### config.mk
export PLATFORM = sky130hd
export DESIGN_NAME = row_arb_cam
export DESIGN_NICKNAME = d
export VERILOG_FILES = /design/src/rtl/row_arb_cam.sv
export SDC_FILE = /design/constraint.sdc
export NUM_CORES = 1
export LEC_CHECK = 0
export CAP_MARGIN = 25
export CORE_ASPECT_RATIO = 1.75
export CORE_MARGIN = 1
export CORE_UTILIZATION = 52
export DETAILED_ROUTE_END_ITERATION = 8
export PLACE_DENSITY_LB_ADDON = 0.3
export SETUP_SLACK_MARGIN = 0.3
export SLEW_MARGIN = 15
export SYNTH_ARGS = -nofsm -noshare
export SYNTH_HDL_FRONTEND = slang
export SYNTH_SLANG_ARGS = --single-unit
### constraint.sdc
create_clock -name clk -period 10.3 [get_ports clk]
set_input_delay 2.06 -clock clk [delete_from_list [all_inputs] [get_ports clk]]
set_output_delay 2.06 -clock clk [all_outputs]
set_load 0.005 [all_outputs]
### src/rtl/row_arb_cam.sv
// -----------------------------------------------------------------------------
// row_arb_cam: row arbiter CAM stage that sits after the entry buffer.
//
// Each cycle the stage picks one look-up request. A Data Handler retry
// (intf_*) always wins over a UI request (ui_*). The winning key
// {prio, row, bank} is matched against a small CAM of open-row slots:
//   - hit : the request is accepted while the slot has fewer than SLOT_DEPTH
//           packets outstanding.
//   - miss: the lowest free slot is allocated for the key.
// The ack is combinational. In the following cycle the packet supplied on
// entry_pkt is forwarded, tagged with its slot index and an "opened new row"
// flag. The command scheduler retires packets per slot with release pulses.
//
// Ports
//   clk, rst                 clock, asynchronous active-high reset
//   ui_pkt_req  / ui_*       UI look-up request and key
//   intf_pkt_req / intf_*    Data Handler retry request and key (strict priority)
//   ui_pkt_ack, intf_pkt_ack same-cycle acceptance
//   entry_pkt                packet for the request acked in the previous cycle
//   out_pkt/out_valid/out_slot/out_new  forwarded packet beat
//   rel_valid, rel_slot      one packet of rel_slot retired
//   slots_used               number of valid slots (registered)
//   rel_err                  sticky flag for a release on an empty slot
// -----------------------------------------------------------------------------
package row_arb_cam_pkg;
  localparam int PRIO           = 4;
  localparam int ROW_ADDR_WIDTH = 14;
  localparam int BK_ADDR_WIDTH  = 3;
  localparam int PRIO_W         = (PRIO > 1) ? $clog2(PRIO) : 1;

  typedef logic [31:0] pkt_t;

  typedef struct packed {
    logic [PRIO_W-1:0]         prio;
    logic [ROW_ADDR_WIDTH-1:0] row;
    logic [BK_ADDR_WIDTH-1:0]  bk;
  } key_t;
endpackage

module row_arb_cam
  import row_arb_cam_pkg::*;
#(
  parameter int SLOTS      = 8,
  parameter int SLOT_DEPTH = 4
) (
  input  logic                       clk,
  input  logic                       rst,
  input  logic                       ui_pkt_req,
  input  logic [PRIO_W-1:0]          ui_prio,
  input  logic [ROW_ADDR_WIDTH-1:0]  ui_row_addr,
  input  logic [BK_ADDR_WIDTH-1:0]   ui_bk_addr,
  input  logic                       intf_pkt_req,
  input  logic [PRIO_W-1:0]          intf_prio,
  input  logic [ROW_ADDR_WIDTH-1:0]  intf_row_addr,
  input  logic [BK_ADDR_WIDTH-1:0]   intf_bk_addr,
  output logic                       ui_pkt_ack,
  output logic                       intf_pkt_ack,
  input  pkt_t                       entry_pkt,
  output pkt_t                       out_pkt,
  output logic                       out_valid,
  output logic [$clog2(SLOTS)-1:0]   out_slot,
  output logic                       out_new,
  input  logic                       rel_valid,
  input  logic [$clog2(SLOTS)-1:0]   rel_slot,
  output logic [$clog2(SLOTS):0]     slots_used,
  output logic                       rel_err
);

  localparam int SW = $clog2(SLOTS);
  localparam int CW = $clog2(SLOT_DEPTH + 1);
  localparam logic [CW-1:0] DEPTH_C = CW'(SLOT_DEPTH);
  localparam logic [CW-1:0] ONE_C   = CW'(1);

  // Slot state
  logic [SLOTS-1:0] vld_q, vld_d;
  key_t             key_q [SLOTS];
  key_t             key_d [SLOTS];
  logic [CW-1:0]    cnt_q [SLOTS];
  logic [CW-1:0]    cnt_d [SLOTS];

  // Forward stage and status registers
  logic          out_valid_q;
  logic [SW-1:0] out_slot_q;
  logic          out_new_q;
  logic [SW:0]   slots_used_q;
  logic          rel_err_q, rel_err_d;

  // Look-up results
  logic          win_req_s;
  key_t          win_key_s;
  logic          hit_any_s;
  logic [SW-1:0] hit_idx_s;
  logic          free_any_s;
  logic [SW-1:0] free_idx_s;
  logic          room_s;
  logic          accept_s;
  logic [SW-1:0] acc_idx_s;
  logic          rel_ok_s;

  function automatic logic [SW:0] popcount(input logic [SLOTS-1:0] v);
    logic [SW:0] n;
    n = '0;
    for (int i = 0; i < SLOTS; i++) begin
      n = n + (SW+1)'(v[i]);
    end
    return n;
  endfunction

  // Winner selection and CAM search against the slot state at the start of the cycle
  always_comb begin
    win_req_s  = intf_pkt_req | ui_pkt_req;
    win_key_s  = intf_pkt_req ? key_t'{prio: intf_prio, row: intf_row_addr, bk: intf_bk_addr}
                              : key_t'{prio: ui_prio,   row: ui_row_addr,   bk: ui_bk_addr};
    hit_any_s  = 1'b0;
    hit_idx_s  = '0;
    free_any_s = 1'b0;
    free_idx_s = '0;
    // Scan downwards so the lowest matching / free index is the one kept.
    // A slot freed by a release this cycle is still vld here, so a miss
    // cannot take it until the next cycle.
    for (int i = SLOTS - 1; i >= 0; i--) begin
      hit_idx_s  = (vld_q[i] && (key_q[i] == win_key_s)) ? SW'(i) : hit_idx_s;
      hit_any_s  = hit_any_s | (vld_q[i] & (key_q[i] == win_key_s));
      free_idx_s = vld_q[i] ? free_idx_s : SW'(i);
      free_any_s = free_any_s | ~vld_q[i];
    end
    room_s    = hit_any_s ? (cnt_q[hit_idx_s] < DEPTH_C) : free_any_s;
    accept_s  = win_req_s & room_s & ~rst;
    acc_idx_s = hit_any_s ? hit_idx_s : free_idx_s;
  end

  assign intf_pkt_ack = accept_s & intf_pkt_req;
  assign ui_pkt_ack   = accept_s & ~intf_pkt_req;

  // Next slot state from this cycle's accept and release
  always_comb begin
    rel_ok_s  = rel_valid & vld_q[rel_slot] & (cnt_q[rel_slot] != '0);
    rel_err_d = rel_err_q | (rel_valid & ~rel_ok_s);
    for (int i = 0; i < SLOTS; i++) begin
      logic inc_s;
      logic dec_s;
      inc_s    = accept_s & (acc_idx_s == SW'(i));
      dec_s    = rel_ok_s & (rel_slot == SW'(i));
      vld_d[i] = vld_q[i];
      key_d[i] = key_q[i];
      cnt_d[i] = cnt_q[i];
      if (inc_s && !hit_any_s) begin
        // Allocation: the slot was invalid, so no valid release can target it.
        vld_d[i] = 1'b1;
        key_d[i] = win_key_s;
        cnt_d[i] = ONE_C;
      end else if (inc_s && dec_s) begin
        // Hit and retire together cancel out; the slot stays open.
        cnt_d[i] = cnt_q[i];
      end else if (inc_s) begin
        cnt_d[i] = cnt_q[i] + ONE_C;
      end else if (dec_s) begin
        cnt_d[i] = cnt_q[i] - ONE_C;
        vld_d[i] = (cnt_q[i] != ONE_C);
      end else begin
        cnt_d[i] = cnt_q[i];
      end
    end
  end

  // State, forward stage and status registers
  always_ff @(posedge clk or posedge rst) begin
    if (rst) begin
      vld_q        <= '0;
      for (int i = 0; i < SLOTS; i++) begin
        key_q[i] <= '0;
        cnt_q[i] <= '0;
      end
      out_valid_q  <= 1'b0;
      out_slot_q   <= '0;
      out_new_q    <= 1'b0;
      slots_used_q <= '0;
      rel_err_q    <= 1'b0;
    end else begin
      vld_q        <= vld_d;
      for (int i = 0; i < SLOTS; i++) begin
        key_q[i] <= key_d[i];
        cnt_q[i] <= cnt_d[i];
      end
      out_valid_q  <= accept_s;
      if (accept_s) begin
        out_slot_q <= acc_idx_s;
      end
      out_new_q    <= accept_s & ~hit_any_s;
      slots_used_q <= popcount(vld_d);
      rel_err_q    <= rel_err_d;
    end
  end

  assign out_pkt    = entry_pkt;
  assign out_valid  = out_valid_q;
  assign out_slot   = out_slot_q;
  assign out_new    = out_new_q;
  assign slots_used = slots_used_q;
  assign rel_err    = rel_err_q;

endmodule

# After elaboration in Yosys (flattened, before gate mapping)
# Index checks and enable logic that the tools add are counted.
# classes
n_reduce_logical	44
bitwise	62
order_cmp	4
mux	91
add_sub_neg	23
n_eq_ne	38
# op_table
op	n
$mux W3	53
$eq A19 B19 Y1	8
$mux W1	34
$and A1 B1 Y1	32
$reduce_bool A3 Y1	9
$add A3 B1 Y3 const B	8
$eq A3 B3 Y1 const B	8
$logic_and A1 B1 Y1	24
$ne A3 B1 Y1 const B	8
$sub A3 B1 Y3 const B	8
$mux W19	1
$bmux W3 S3	2
$add A4 B1 Y4	4
$ne A2 B2 Y1 const B	8
$or A1 B1 Y1	16
$reduce_and A2 Y1	8
$eq A3 B2 Y1 const B	4
$not A1 Y1	12
$ge A4 B4 Y1 const B	2
$not A3 Y4	2
$eq A3 B1 Y1 const B	2
$logic_not A3 Y1	2
$add A3 B1 Y4	1
$lt A3 B4 Y1 const B	1
5 further kinds	5
# word_totals
word_cells	300
input_bits	78
register_bits	194
out_inout_bits	44

# Logic depth before layout (Yosys ltp)
# logic_depth
ltp_word	30
ltp_mapped	26
depth_no_buf	22

# Worst setup path before layout
# OpenSTA, ideal clock, no wires.
# synth_path
kind	input -> register
startpoint	input port rst
endpoint	register slots_used_q[2], in the netlist slots_used[2]
setup_time_ns	0.123
required_ns	10.177
arrival_time_ns	11.114
n_path_buf	1
stages	19
slack_ns	-0.937
path_cell_list	inv_1 o21ai_0 o21bai_1 or2_1 buf_2 o21ai_4 o211ai_2 and4_1 o21a_1 fa_1 inv_1 fa_1 inv_1 fa_1 inv_1 ha_1 inv_1 fa_1 xnor2_1
# synth_via
elab_chain_cells	13
word_cells_on_any_way	57
classes_between	add/sub (7); mux (24); bitwise (10); reduce/logical (16)
# synth_rtl
element	line_no	source
start, declared	47	input logic rst,
$not A1 Y1 (*)	128	accept_s = win_req_s & room_s & ~rst;
$and A1 B1 Y1 (*)	128	
$and A1 B1 Y1	142	inc_s = accept_s & (acc_idx_s == SW'(i));
$mux W1 or $logic_and A1 B1 Y1 (tied branches)	155, 152	
$mux W1	152	end else if (inc_s && dec_s) begin
$mux W1	147	if (inc_s && !hit_any_s) begin
$add A1 B1 Y2	104	n = n + (SW+1)'(v[i]);
$add A2 B1 Y3	104	
$add A3 B1 Y4	104	
$add A4 B1 Y4 (3 in a row)	104	
$add A4 B1 Y4 (*)	104	
end signal, assigned	190	slots_used_q <= popcount(vld_d);
end, declared	85	logic [SW:0] slots_used_q;
# Every way passes the cells marked *; elsewhere a longest branch is shown, timed or not.
# A chain may end at the register's enable or synchronous reset.

# Worst setup path in the final report
# layout_path
startpoint	input port intf_pkt_req
endpoint	output port intf_pkt_ack
# layout_via
elab_chain_cells	20
word_cells_on_any_way	50
classes_between	order compare (1); eq/ne (8); mux (13); bitwise (20); reduce/logical (8)
# layout_rtl
element	line_no	source
start, declared	52	input logic intf_pkt_req,
$mux W19	112	win_key_s = intf_pkt_req ? key_t'{prio: intf_prio, row: intf_row_addr, bk: intf_bk_addr}
$eq A19 B19 Y1	122, 123	
$logic_and A1 B1 Y1	122	hit_idx_s = (vld_q[i] && (key_q[i] == win_key_s)) ? SW'(i) : hit_idx_s;
$mux W3 (8 in a row)	122	
$not A3 Y4 (not written as such)	127	room_s = hit_any_s ? (cnt_q[hit_idx_s] < DEPTH_C) : free_any_s;
$bmux W3 S3	127	
$mux W3 (not written as such) (2 in a row)	127	
$lt A3 B3 Y1	127	
$mux W1	127	
$and A1 B1 Y1 (2 in a row)	128	
$and A1 B1 Y1 (*)	132	assign intf_pkt_ack = accept_s & intf_pkt_req;
end, declared	57	output logic intf_pkt_ack,
# Every way passes the cells marked *; elsewhere a longest branch is shown, timed or not. The select of a mux whose other input is x is not followed.

==> results by stage <==
Min path:
- The worst hold path terminates at rel_err$_DFF_PP0_.
- The worst hold path class is register to register.
- The worst hold path begins at rel_err$_DFF_PP0_.
- The worst hold path depth is 1.

Clocking:
- The clock net in this run drives a total of about 190 sinks.
- The clock passes through at most 2 buffers.
- After clock tree synthesis, the flow added hold-fix buffers numbering 0.
- The count of buffers added by post-CTS timing repair for setup is 0.
- The clock root buffer master is sky130_fd_sc_hd__clkbuf_16.
- After clock tree synthesis, the clock-pin slew on the worst setup and hold paths is ~0.07 ns.
- The clock latency on the worst-skew pair is 0.45 ns.
- Once the clock tree was built, the resizer swapped 0 gates to a different size.
- The TritonCTS clock tree is yes.
- The H-tree depth is 4.
- The clock buffer count from CTS is 17.

Critical path:
- The length in cells of the worst reg-to-reg path is 22.
- Together, buffers and inverters on the worst path number 4.
- The startpoint type of the worst setup path is a primary input.
- Of all nets on the critical path, the largest fanout is 16.
- The largest single stage delay on the critical path is a little under 0.7 ns.
- The critical path is of the primary input to primary output type.
- Traced cell by cell, the critical path runs through buf_2 > buf_4 > mux2i_4 > xnor2_1 > nor4_1 > and4b_1 > nor4_1 > nand4_1 > buf_4 > or2_1 > o21ai_4 > nand2b_4 > and2_1 > clkdlybuf4s50_1.
- The worst setup path is captured at a primary output.
- The worst register-to-register path begins at key_q[137]$_DFFE_PP0P_.
- The largest individual stage delay along the critical path comes from the cell sky130_fd_sc_hd__mux2i_4.
- The setup check on the worst reg-to-reg path leaves a slack of around 4.5 ns.
- The top cell family by delay on the critical path is simple AND/OR/NAND/NOR gates.
- In this run the critical register-to-register path is captured at slots_used[2]$_DFF_PP0_.
- The required time of the critical path is 8.24 ns.
- At the worst endpoint, the arrival time is 6.85 ns.

Timing:
- The slew at the pin closest to its max-slew limit is 0.922 ns.
- The period utilization is 86.5%.
- The max-slew violation total from the final report came to 0.
- After routing, the total negative slack on setup checks comes to 0 ns.
- Setup violations remaining at the end of the flow were counted as 0.
- Hold is met by 0.463 ns.
- The post-route clock skew is between 0.01 and 0.015 ns.
- The hold violation total from the final report is 0.
- Headroom to the max-slew limit came out at 37.2%.
- The fmax is ~110 MHz.
- The shortest period the worst path allows is 8.91 ns.
- Setup repair after global routing left no endpoint under its margin.

Final layout:
- The filler-free cell count of the finished design is 1539.
- The count of antenna diodes in the layout is 0.
- For this run, the post-layout net count is 1340.
- The final core utilization is 58.1%.
- The synthesis-to-layout area growth is 9.58%.
- In the final layout, the share of cells above drive strength 1 is a little over 8%.
- The number of fill cells is slightly below 2k.

Global route:
- The aggregate global-route resource usage is 28.5%.
- The global-route congestion overflow total is 0.
- The via count of the first global-routing pass came to 9068.
- Entering global routing, the biggest net connects 169 pins.
- The number of antenna violations at the first check in global routing was 0.
- The first global-routing pass estimated 49.6 mm of wire.

Detailed routing:
- For this block, the routed nets add up to 31.2 mm of wire.
- Dividing the detail-routed via count by the number of cells gives 5.84.
- The total vias in the final route is 8988.
- For this run, the detailed router's first-pass iteration total came to 5.
- The detailed router finished its first iteration with between 500 and 600 violations.
- The number of design rule violations left after detail routing is 0.
- In this run the remaining antenna-violating nets after routing total 0.
- In the final routed layout, each cell accounts on average for 20.3 µm.

Logic synthesis:
- Among all cell types in the netlist, the one instantiated most often is sky130_fd_sc_hd__dfrtp_1.
- The mean cell area of the mapped netlist is 9.53 µm².
- After synthesis, the share of flip-flops with an asynchronous set or reset is 100%.
- The share of synthesized area in the top cell type comes to 41.3%.
- Synthesis inferred slightly below 200 register bits.
- The number of unique standard cell types used by synthesis is 85.
- The synthesized design spends more area on one cell type than any other, namely sky130_fd_sc_hd__dfrtp_1.
- The most used flip-flop cell after synthesis is sky130_fd_sc_hd__dfrtp_1.
- In the post-synthesis netlist, the biggest area contributors are sky130_fd_sc_hd__dfrtp_1 41%, sky130_fd_sc_hd__xnor2_1 12%, sky130_fd_sc_hd__o21ai_0 6.6%, sky130_fd_sc_hd__nand2_1 6.1%, sky130_fd_sc_hd__nor4_1 3.5%.
- Synthesis produced a netlist whose cell count is 1232.
- The yosys synthesis warning count is 0.
- The net count after synthesis is roughly 1.3k.
- The synthesized design contains 0 enable-type register cells.
- The share of the Yosys chip area taken by registers is 41.3%.
- Counting instances in the post-synthesis netlist gives the leading cell types as 194 x sky130_fd_sc_hd__dfrtp_1, 191 x sky130_fd_sc_hd__nand2_1, 158 x sky130_fd_sc_hd__xnor2_1, 156 x sky130_fd_sc_hd__o21ai_0, 66 x sky130_fd_sc_hd__nor4_1.
- After synthesis the cells add up to 0.0117 mm².

Placed design:
- Routability-driven placement finished with a final weighted congestion of roughly 0.92.
- The number of port buffers is between 50 and 60.
- Once placement completed, the tool counted placed cells totaling around 1.5k.
- The HPWL after detailed placement is 22.3 mm.

Pwr:
- The maximum vdd ir drop is between 0.1 and 0.15 mV.
- The completed layout was analyzed and its total power is 3.73 mW.
- The power density over cell area is ~290 mW/mm².
- The leakage power figure is 5.24 nW.

Die:
- The floorplan step defined a die boundary enclosing 0.0232 mm².
- The initial core utilization is a little over half.
- The area of the placeable core is 0.0222 mm².
- The floorplan step set the die height to 201 µm.
- The die span in x is 116 µm.
- During I/O placement, the number of pins put on the boundary was 122.
- The number of rows in the core area is 72.

Flow run:
- The max-cap violation count is 0.

Outcome:
- The flow ran to the end, and the final reports show no timing, DRC or antenna violations.
through the flow:
stage / cell area (µm²) / worst slack, ns
floorplan: 11700 / 0.973
global placement: 12200 / 1.33
detailed placement: 12200 / 1.21
CTS: 12900 / 1.44
global route: 12900 / 1.13
finish: 12900 / 1.39
worst reg2reg max path, delay by kind of cell (launching register included):
kind,cells,cell delay (ns)
adders and majority gates,5,2.04
buffers and inverters,6,0.71
DFF,1,0.40
AOI/OAI and AO/OA,1,0.17
and+or+nand+nor,8,1.86
xor gates and xnor gates,2,0.48
metal layers:
metal | wire length (µm) | global-route usage [%] | vias to the layer above | part of all wire, %
met4 | 1960 | 18.4 | 0 | 6.3
li1 | - | - | 4224 | -
met3 | 983 | 3.80 | 103 | 3.1
met1 | 12000 | 31.7 | 4444 | 38
met2 | 16300 | 49.9 | 217 | 52
met5 | 0 | 0 | - | 0
state kept, by name, summed over array words and instances (netlist names):
signal      count
slots_used      4
out_valid       1
key_q         152
rel_err         1
out_new         1
out_slot        3
vld_q           8
cnt_q          24
cells by family after synthesis:
family,Yosys count,synth area share [%]
XOR/XNOR,161,12.0
flip-flops,194,41.3
AO/OA/AOI/OAI,253,13.4
adder cells (fa/ha/maj),31,3.56
buffers and inverters,142,6.57
multiplexers,39,5.35
AND/OR/NAND/NOR,412,17.8
where the power goes:
group	internal (mW)	total, mW	switching [mW]
clock	0.400	0.711	0.311
combinational	0.680	1.63	0.947
sequential	1.11	1.40	0.287
total	2.19	3.73	1.55
final cells by class:
type | count | area (µm²) | share of cell area, %
inverter | 46 | 176 | 1.37
multi-input combinational | 896 | 6110 | 47.5
sequential | 194 | 4850 | 37.7
clock inverter | 12 | 169 | 1.31
clock buffer | 19 | 453 | 3.52
timing repair buffer | 76 | 728 | 5.66
tap | 296 | 370 | 2.88
cells in the final DEF (no fill, tap or decap), types with 4 or more instances in the layout:
| cell | n |
|---|---|
| sky130_fd_sc_hd__inv_6 | 5 |
| sky130_fd_sc_hd__o311ai_0 | 6 |
| sky130_fd_sc_hd__and2_1 | 7 |
| sky130_fd_sc_hd__o22ai_1 | 4 |
| sky130_fd_sc_hd__mux2i_4 | 18 |
| sky130_fd_sc_hd__and3_1 | 7 |
| sky130_fd_sc_hd__fa_1 | 4 |
| sky130_fd_sc_hd__nor3_1 | 4 |
| sky130_fd_sc_hd__nor4b_1 | 9 |
| sky130_fd_sc_hd__a311oi_1 | 5 |
| sky130_fd_sc_hd__a21oi_1 | 18 |
| sky130_fd_sc_hd__clkdlybuf4s50_1 | 56 |
| sky130_fd_sc_hd__dfrtp_1 | 194 |
| sky130_fd_sc_hd__buf_4 | 17 |
| sky130_fd_sc_hd__and4_1 | 4 |
| sky130_fd_sc_hd__xnor2_1 | 158 |
| sky130_fd_sc_hd__nand3_1 | 20 |
| sky130_fd_sc_hd__nor3b_1 | 4 |
| sky130_fd_sc_hd__o21ai_0 | 156 |
| sky130_fd_sc_hd__clkbuf_16 | 17 |
| sky130_fd_sc_hd__o211a_1 | 4 |
| sky130_fd_sc_hd__o21ai_2 | 4 |
| sky130_fd_sc_hd__o21ai_1 | 15 |
| sky130_fd_sc_hd__mux2i_1 | 13 |
| sky130_fd_sc_hd__nor4_1 | 66 |
| sky130_fd_sc_hd__nor2b_1 | 7 |
| sky130_fd_sc_hd__nor2_1 | 45 |
| sky130_fd_sc_hd__ha_1 | 27 |
| sky130_fd_sc_hd__and4b_1 | 4 |
| sky130_fd_sc_hd__nand4_1 | 15 |
| sky130_fd_sc_hd__mux2_1 | 5 |
| sky130_fd_sc_hd__inv_1 | 44 |
| sky130_fd_sc_hd__nand2_1 | 191 |
worst max-delay path by stage:
stage,from,endpoint,slack (ns),depth (start not counted)
final,intf_pkt_req,intf_pkt_ack,1.39,14
after floorplan,rst,slots_used[2]$_DFF_PP0_,0.97,19
after detailed placement,intf_pkt_req,slots_used[2]$_DFF_PP0_,1.21,25
after global placement,intf_pkt_req,slots_used[1]$_DFF_PP0_,1.33,25
after global routing,intf_pkt_req,slots_used[2]$_DFF_PP0_,1.13,25
after CTS,intf_pkt_req,ui_pkt_ack,1.44,15
(Power assumes the default switching activity.)
